--- config.mk ---
export PLATFORM = sky130hd
export DESIGN_NAME = counter_seq_ctrl
export DESIGN_NICKNAME = d
export VERILOG_FILES = /design/src/rtl/counter_seq_ctrl.sv
export SDC_FILE = /design/constraint.sdc
export NUM_CORES = 1
export LEC_CHECK = 0
export BUFFER_PORTS_ARGS = -buffer_cell sky130_fd_sc_hd__buf_2
export CAP_MARGIN = 20
export CORE_MARGIN = 2
export CORE_UTILIZATION = 55
export DETAILED_ROUTE_END_ITERATION = 8
export PLACE_DENSITY = 0.75
export SYNTH_ARGS = -nofsm -noshare
export SYNTH_HDL_FRONTEND = slang
export SYNTH_SLANG_ARGS = --single-unit
--- constraint.sdc ---
create_clock -name clk -period 2.41 [get_ports clk]
set_input_delay 0.1205 -clock clk [delete_from_list [all_inputs] [get_ports clk]]
set_output_delay 0.1205 -clock clk [all_outputs]
set_load 0.05 [all_outputs]
--- src/rtl/counter_seq_ctrl.sv ---
// counter_seq_ctrl
//   Sequencer/controller for an event counter. A configuration (terminal
//   limit, prescale divisor, one-shot/periodic mode) is latched through a
//   valid/ready handshake. start/stop commands move the counter through
//   RUN, HOLD and DONE. A registered one-cycle tc_pulse marks every
//   arrival at the terminal count.
//
//   Handshake: a configuration transfer happens on a rising clk edge where
//   cfg_valid and cfg_ready are both high. cfg_ready depends on state only
//   (high in IDLE and DONE). The master keeps cfg_valid and the cfg_* fields
//   stable until the transfer happens.
//
// Ports:
//   clk           system clock, all state on the rising edge
//   re            asynchronous active-low reset
//   cfg_valid     configuration offered
//   cfg_ready     configuration accepted this cycle when high with cfg_valid
//   cfg_limit     terminal count value
//   cfg_prescale  clock cycles per count tick, minus one
//   cfg_mode      0 = one-shot, 1 = periodic
//   start         start / resume command
//   stop          pause / abort command (wins over start)
//   count         current count value, registered
//   tc_pulse      one-cycle pulse when count reaches limit
//   busy          high in RUN or HOLD
//   done          high in DONE
//   dbg_state     current FSM state (IDLE=0, RUN=1, HOLD=2, DONE=3)
module counter_seq_ctrl #(
    parameter int WIDTH      = 8,
    parameter int PRESCALE_W = 4
) (
    input  logic                  clk,
    input  logic                  re,
    input  logic                  cfg_valid,
    output logic                  cfg_ready,
    input  logic [WIDTH-1:0]      cfg_limit,
    input  logic [PRESCALE_W-1:0] cfg_prescale,
    input  logic                  cfg_mode,
    input  logic                  start,
    input  logic                  stop,
    output logic [WIDTH-1:0]      count,
    output logic                  tc_pulse,
    output logic                  busy,
    output logic                  done,
    output logic [1:0]            dbg_state
);

    typedef enum logic [1:0] {
        IDLE = 2'd0,
        RUN  = 2'd1,
        HOLD = 2'd2,
        DONE = 2'd3
    } state_t;

    state_t                  state_q,    state_d;
    logic [WIDTH-1:0]        count_q,    count_d;
    logic [PRESCALE_W-1:0]   pre_q,      pre_d;
    logic [WIDTH-1:0]        limit_q,    limit_d;
    logic [PRESCALE_W-1:0]   prescale_q, prescale_d;
    logic                    mode_q,     mode_d;
    logic                    tc_q,       tc_d;
    logic                    busy_q,     busy_d;
    logic                    done_q,     done_d;

    logic                    cfg_hs;

    assign cfg_ready = (state_q == IDLE) || (state_q == DONE);
    assign cfg_hs    = cfg_valid && cfg_ready;

    always_comb begin
        state_d    = state_q;
        count_d    = count_q;
        pre_d      = pre_q;
        tc_d       = 1'b0;

        // A handshake in the same cycle as start is already visible here,
        // so the start check below sees the freshly offered configuration.
        limit_d    = cfg_hs ? cfg_limit    : limit_q;
        prescale_d = cfg_hs ? cfg_prescale : prescale_q;
        mode_d     = cfg_hs ? cfg_mode     : mode_q;

        case (state_q)
            IDLE, DONE: begin
                if (stop) begin
                    state_d = IDLE;
                    count_d = '0;
                    pre_d   = '0;
                end else if (start && (limit_d != '0)) begin
                    state_d = RUN;
                    count_d = '0;
                    pre_d   = '0;
                end
            end
            RUN: begin
                if (stop) begin
                    state_d = HOLD;
                end else if (pre_q == prescale_q) begin
                    pre_d = '0;
                    if (count_q == limit_q) begin
                        // Periodic wrap; one-shot never gets here.
                        count_d = '0;
                    end else begin
                        count_d = count_q + 1'b1;
                        if ((count_q + 1'b1) == limit_q) begin
                            tc_d = 1'b1;
                            if (!mode_q) begin
                                state_d = DONE;
                            end
                        end
                    end
                end else begin
                    pre_d = pre_q + 1'b1;
                end
            end
            HOLD: begin
                if (stop) begin
                    state_d = IDLE;
                    count_d = '0;
                    pre_d   = '0;
                end else if (start) begin
                    // Resume from the frozen count and prescale phase.
                    state_d = RUN;
                end
            end
            default: begin
                state_d = IDLE;
                count_d = '0;
                pre_d   = '0;
            end
        endcase

        busy_d = (state_d == RUN) || (state_d == HOLD);
        done_d = (state_d == DONE);
    end

    always_ff @(posedge clk or negedge re) begin
        if (!re) begin
            state_q    <= IDLE;
            count_q    <= '0;
            pre_q      <= '0;
            limit_q    <= '0;
            prescale_q <= '0;
            mode_q     <= 1'b0;
            tc_q       <= 1'b0;
            busy_q     <= 1'b0;
            done_q     <= 1'b0;
        end else begin
            state_q    <= state_d;
            count_q    <= count_d;
            pre_q      <= pre_d;
            limit_q    <= limit_d;
            prescale_q <= prescale_d;
            mode_q     <= mode_d;
            tc_q       <= tc_d;
            busy_q     <= busy_d;
            done_q     <= done_d;
        end
    end

    assign count     = count_q;
    assign tc_pulse  = tc_q;
    assign busy      = busy_q;
    assign done      = done_q;
    assign dbg_state = state_q;

endmodule
==> flow_metrics.env, run 1 <==
export IMPL_cts_buffer_depth=2
export IMPL_required_ns=2.64
export IMPL_grt_remaining_overflow=0
export IMPL_yosys_most_used_dff="dfrtp_1"
export IMPL_synthesis_nets=203
export IMPL_dp_slack_ns=0.131
export IMPL_async_reset_ff_share_pct=100
export IMPL_routed_wl_um=4010
export IMPL_synth_top_area_cell="dfrtp_1"
export IMPL_drv_slew=0
export IMPL_htreeDepth=2
export IMPL_clockRootBuffer="clkbuf_4"
export IMPL_layout_setup_ws_ns=0.172
export IMPL_synth_seq_cells=30
export IMPL_rsz0062_at_grt="no"
export IMPL_route_detailed_drc=0
export IMPL_fillCellCount=268
export IMPL_multi_input_area_um2=1010
export IMPL_run_status="complete, no violations"
export IMPL_crit_type="register to register"
export IMPL_holdPathStages=2
export IMPL_ant_nets=0
export IMPL_pin_count=32
export IMPL_worst_setup_path_start_kind="register"
export IMPL_synth_yosys_seq_area_share_pct=41.8
export IMPL_min_from="cfg_prescale[0]"
export IMPL_tns_ns=0
export IMPL_worstPathMaxFanout=6
export IMPL_place_gp_congestion=0.898
export IMPL_tightest_slew_ns=0.653
export IMPL_synth_xor_area_share_pct=7.31
export IMPL_clkLatencyLatePin_ns=0.33
export IMPL_drt_vias_per_instance=5.93
export IMPL_muxShareOfSynthArea_pct=8.15
export IMPL_syn_inst=180
export IMPL_synth_compound_area_share_pct=18.5
export IMPL_relSlewSlack_pct=56.5
export IMPL_cts_sinks=30
export IMPL_drive_above_1_share_pct=28.2
export IMPL_p_per_area_nw_per_um2=979
export IMPL_cellLeakagePower_nw=0.881
export IMPL_initial_utilization_pct=58.4
export IMPL_drv_cap=0
export IMPL_synth_distinct_cells=42
export IMPL_fmax_ghz=0.447
export IMPL_dieArea_um2=3740
export IMPL_period_share_pct=92.9
export IMPL_grt_pass1_wl_um=6670
export IMPL_final_area_um2=2070
export IMPL_hpwl_um=3060
export IMPL_synth_simple_gate_area_share_pct=18.5
export IMPL_ys_warn_count=0
export IMPL_timing_rr_end="busy"
export IMPL_synthAdderAreaFrac_pct=3.48
export IMPL_skew_ns=0.0115
export IMPL_r2r_slack_ns=0.17
export IMPL_first_iter_violations=120
export IMPL_port_buffers=31
export IMPL_syn_to_final_growth_pct=15.1
export IMPL_numCtsBuffers=5
export IMPL_synth_edf_count=0
export IMPL_fin_crit_ns=2.24
export IMPL_grt_pass1_vias=1453
export IMPL_die_x_um=61.2
export IMPL_tritoncts="built"
export IMPL_clkTransAtPathRegs_ns=0.10
export IMPL_placed_area_um2=1990
export IMPL_ir_drop_mv=0.842
export IMPL_diodes=0
export IMPL_grt_max_degree=31
export IMPL_nets=238
export IMPL_die_h_um=61.2
export IMPL_ys_top_cells_by_area="dfrtp_1 (42%), mux2_2 (8.1%), xnor2_1 (4.9%), ha_1 (3.5%), o21ai_0 (3.3%)"
export IMPL_num_vias=1543
export IMPL_finalPower_mw=2.02
export IMPL_arrival_ns=2.47
export IMPL_core_um2=3080
export IMPL_hp_class="input port to register"
export IMPL_routedWlPerCell_um=15.4
export IMPL_synth_top_family_by_area="compound AO/OA/AOI/OAI gates"
export IMPL_grt_use_total_pct=24.6
export IMPL_reg2reg_from="count[1]"
export IMPL_grt_antenna_before_repair=0
export IMPL_reg2reg_depth=8
export IMPL_setup_viol=0
export IMPL_hold_viol=0
export IMPL_netlist_area_um2=1800
export IMPL_dr_pass1_iters=4
export IMPL_register_area_um2=752
export IMPL_worst_hold_path_endpoint="prescale_q[0]"
export IMPL_avgSynthCellArea_um2=9.98
export IMPL_setup_worst_path_end_class="register"
export IMPL_netlist_area_leader_share_pct=41.8
export IMPL_rows=20
export IMPL_cts_setup_buffers=0
-- cell type report --
type,count,area share (%)
clock buffer,6,2.48
clock inverter,2,0.605
inverter,7,1.27
multi-input combinational,139,48.6
sequential,30,36.4
tap,44,2.66
timing repair buffer,32,7.99
-- through the flow --
step	cells	util, %	hold WS [ns]
2_1_floorplan	180	-	-0.175
3_3_place_gp	251	64.8	0.183
6_report	260	67.2	0.0159
3_5_place_dp	251	64.8	0.196
5_1_grt	260	67.2	0.00674
4_1_cts	260	67.2	0.00539
-- state kept, by name (all words and copies together), names as in the netlist --
register    cells
done            1
limit_q         8
dbg_state       2
busy            1
count           8
tc_pulse        1
prescale_q      4
pre_q           4
mode_q          1
-- where the power goes --
part           switching [mW]  leakage, nW  internal, mW  total [mW]
Sequential              0.163        0.384         0.633       0.796
Combinational           0.541        0.463         0.366       0.907
Clock                   0.181       0.0343         0.140       0.321
-- cells in the final DEF, fill, tap and decap left out, types with 2 or more instances in the layout --
master    netlist  final
clkbuf_4        0      5
a22oi_1         2      2
o22ai_1         3      3
xor2_1          5      5
dfrtp_1        30     29
mux2_2         13     13
nand2_1        14     14
nor2_1         12     12
o21ai_0        12     12
nor4_2          2      2
ha_1            5      4
nor2b_1         6      6
o31ai_1         5      5
nor4_1          3      3
a31oi_1         5      5
nand2b_1        2      2
xnor2_1        10     10
a21oi_1        11     11
nor3_1          2      2
nand3_1         6      6
inv_1           7      7
nand4_1         3      3
buf_2           1     31
-- kinds of logic after synthesis --
family	after synthesis
compound gates	47
xor+xnor	15
fa+ha+maj	5
buf+inv	11
flops	30
mux	13
simple gates	59
-- Yosys cell counts, types with 2 or more instances --
library cell and number:
dfrtp_1 30, nand2_1 14, mux2_2 13, nor2_1 12, o21ai_0 12, a21oi_1 11
xnor2_1 10, inv_1 7, nand3_1 6, nor2b_1 6, a31oi_1 5, ha_1 5
o31ai_1 5, xor2_1 5, nand4_1 3, nor4_1 3, o22ai_1 3, a22oi_1 2
clkbuf_1 2, nand2b_1 2, nor3_1 2, nor4_2 2
-- layer usage --
metal / share of wire [%] / GRT usage, % / routed length (um) / vias to the layer above
met4: 1.4 / 7.76 / 57 / 0
met2: 49 / 39.2 / 1970 / 57
met3: 6.1 / 6.09 / 245 / 9
li1: - / - / - / 735
met5: 0 / 0 / 0 / -
met1: 43 / 33.1 / 1740 / 742
-- worst max-delay path, cell delays in order (launching register included) --
cell	delay, ns
dfrtp_1	0.45
ha_1	0.28
and3_1	0.25
nand3_1	0.16
xor2_1	0.19
a21oi_1	0.22
nand4_1	0.12
o311ai_0	0.15
ha_1	0.31
-- repair_timing --
| action | in CTS | in global routing |
|---|---|---|
| hold buffers | 1 | 0 |
| gates resized for setup | 0 | 1 |
| endpoints found under the setup margin | 0 | 1 |
| hold endpoints to repair | 30 | 0 |
-- worst max path at each step --
stage              from  endpoint  slack [ns]  cells after the start
4_1_cts        count[0]      busy        0.16                      8
3_5_place_dp   count[0]      busy        0.13                      8
2_1_floorplan  count[0]      busy        0.05                      8
6_report       count[1]      busy        0.17                      8
3_3_place_gp   count[0]      busy        0.32                      7
5_1_grt        count[1]      busy        0.02                      8
Power figures use the tool's default switching activity.
==> inputs of run 2 (changes only) <==
Settings changed: CELL_PAD_IN_SITES_DETAIL_PLACEMENT from default to 2, CELL_PAD_IN_SITES_GLOBAL_PLACEMENT from default to 2, CORE_UTILIZATION 55 to 35, PLACE_DENSITY 0.75 to 0.76, TNS_END_PERCENT from default to 30.
==> flow_metrics.env, run 2 (synthesis results as in run 1) <==
export IMPL_fin_crit_ns=2.26
export IMPL_routed_wl_um=5670
export IMPL_dieArea_um2=5720
export IMPL_initial_utilization_pct=35.6
export IMPL_place_gp_congestion=0.909
export IMPL_hpwl_um=4020
export IMPL_dr_pass1_iters=4
export IMPL_relSlewSlack_pct=52.3
export IMPL_run_status="complete, no violations"
export IMPL_cts_setup_buffers=0
export IMPL_grt_pass1_wl_um=9240
export IMPL_layout_setup_ws_ns=0.151
export IMPL_grt_use_total_pct=22.1
export IMPL_arrival_ns=2.43
export IMPL_final_area_um2=2160
export IMPL_die_h_um=75.7
export IMPL_p_per_area_nw_per_um2=1040
export IMPL_port_buffers=31
export IMPL_first_iter_violations=70
export IMPL_grt_remaining_overflow=0
export IMPL_num_vias=1594
export IMPL_hp_class="input port to register"
export IMPL_htreeDepth=2
export IMPL_clockRootBuffer="clkbuf_8"
export IMPL_final_common_cell="buf_2"
export IMPL_use_met1_pct=27.7
export IMPL_drive_above_1_share_pct=30.1
export IMPL_final_cell_mix="buf_2 (31), dfrtp_1 (28), nand2_1 (14), mux2_2 (13)"
export IMPL_numCtsBuffers=5
export IMPL_cpMaxStageDelayCell="dfrtp_2"
export IMPL_fillCellCount=558
export IMPL_post_route_util_pct=42.8
export IMPL_dp_slack_ns=0.114
export IMPL_final_cells=289
export IMPL_nets=241
export IMPL_grt_busiest_layer="met2"
export IMPL_route_detailed_drc=0
export IMPL_drt_vias_per_instance=5.52
export IMPL_grt_antenna_before_repair=0
export IMPL_met2_usage_pct=38.6
export IMPL_critPathMaxStageDelay_ns=0.44
export IMPL_setup_viol=0
export IMPL_rsz0062_at_grt="no"
export IMPL_cts_buffer_depth=2
export IMPL_clkLatencyLatePin_ns=0.29
export IMPL_period_share_pct=93.7
export IMPL_register_area_um2=753
export IMPL_cellLeakagePower_nw=0.907
export IMPL_drv_cap=0
export IMPL_fmax_ghz=0.443
export IMPL_tritoncts="built"
export IMPL_worst_setup_path_start_kind="register"
export IMPL_crit_type="register to register"
export IMPL_cts_sinks=30
export IMPL_core_um2=5040
export IMPL_whs_ns=0.0639
export IMPL_multi_input_area_um2=1010
export IMPL_grt_max_degree=31
export IMPL_worstPathMaxFanout=7
export IMPL_setup_worst_path_end_class="register"
export IMPL_die_x_um=75.7
export IMPL_finalPower_mw=2.24
export IMPL_drv_slew=0
export IMPL_placed_area_um2=2050
export IMPL_diodes=0
export IMPL_path_cells="ha_2 > and3_1 > nand3_1 > xor2_1 > a21oi_2 > nand3_1 > a31oi_1 > ha_1"
export IMPL_routedWlPerCell_um=19.6
export IMPL_skew_ns=0.00785
export IMPL_hold_viol=0
export IMPL_rows=26
export IMPL_crit_top_cell="nand3_1"
export IMPL_ant_nets=0
export IMPL_placed_cells=280
export IMPL_syn_to_final_growth_pct=20.1
export IMPL_tns_ns=0
export IMPL_clkTransAtPathRegs_ns=0.07
export IMPL_ir_drop_mv=0.452
export IMPL_grt_pass1_vias=1761
export IMPL_grtUsageMet3_pct=4.37
export IMPL_pin_count=32
export IMPL_tightest_slew_ns=0.715
export IMPL_required_ns=2.58
## run 2: cell count changes in the layout (fill, tap and decap cells not counted), sizes merged
| cell | change |
|---|---|
| buf | +3 |
| clkbuf | +1 |
| clkinvlp | -1 |
## run 2: power breakdown
| part | internal, mW | switching (mW) |
|---|---|---|
| clock network | 0.230 | 0.197 |
| logic | 0.381 | 0.627 |
| registers | 0.634 | 0.167 |
## run 2: worst max-delay path: cells and delay by family, from the launching register on
kind / cells / cell delay (ns)
AOI/OAI and AO/OA: 2 / 0.40
DFF: 1 / 0.44
adders and majority gates: 2 / 0.52
and+or+nand+nor: 3 / 0.54
xor gates and xnor gates: 1 / 0.23
## run 2: metal layers
metal | vias to the layer above | routed length [um] | part of all wire, %
met5 | - | 0 | 0
met4 | 0 | 66 | 1.2
met3 | 7 | 191 | 3.4
met2 | 35 | 2920 | 52
met1 | 816 | 2490 | 44
li1 | 736 | - | -
## run 2: repair_timing
item                                    in CTS  in global routing
pin swaps                                    0                  1
endpoints found under the setup margin       1                  2
hold buffers                                 1                  0
endpoints found under the hold margin       30                  0
resized for setup                            3                  2
## run 2: cell type report
| class | instances | share of cell area, % |
|---|---|---|
| clock inverter | 1 | 0.232 |
| inverter | 7 | 1.22 |
| timing repair buffer | 35 | 8.70 |
| multi-input combinational | 139 | 46.9 |
| sequential | 30 | 34.9 |
| clock buffer | 7 | 4.00 |
| tap | 70 | 4.06 |
## run 2: final timing paths
check	slack, ns	to	start	cells past startpoint
hold / removal	0.06	prescale_q[3]	cfg_prescale[3]	2
hold reg to reg	0.53	prescale_q[0]	prescale_q[0]	1
setup reg to reg	0.15	busy	count[0]	8
max in group asynchronous	1.49	count[1]	re	2
setup / recovery	0.15	busy	count[0]	8
min in group asynchronous	0.42	count[6]	re	2
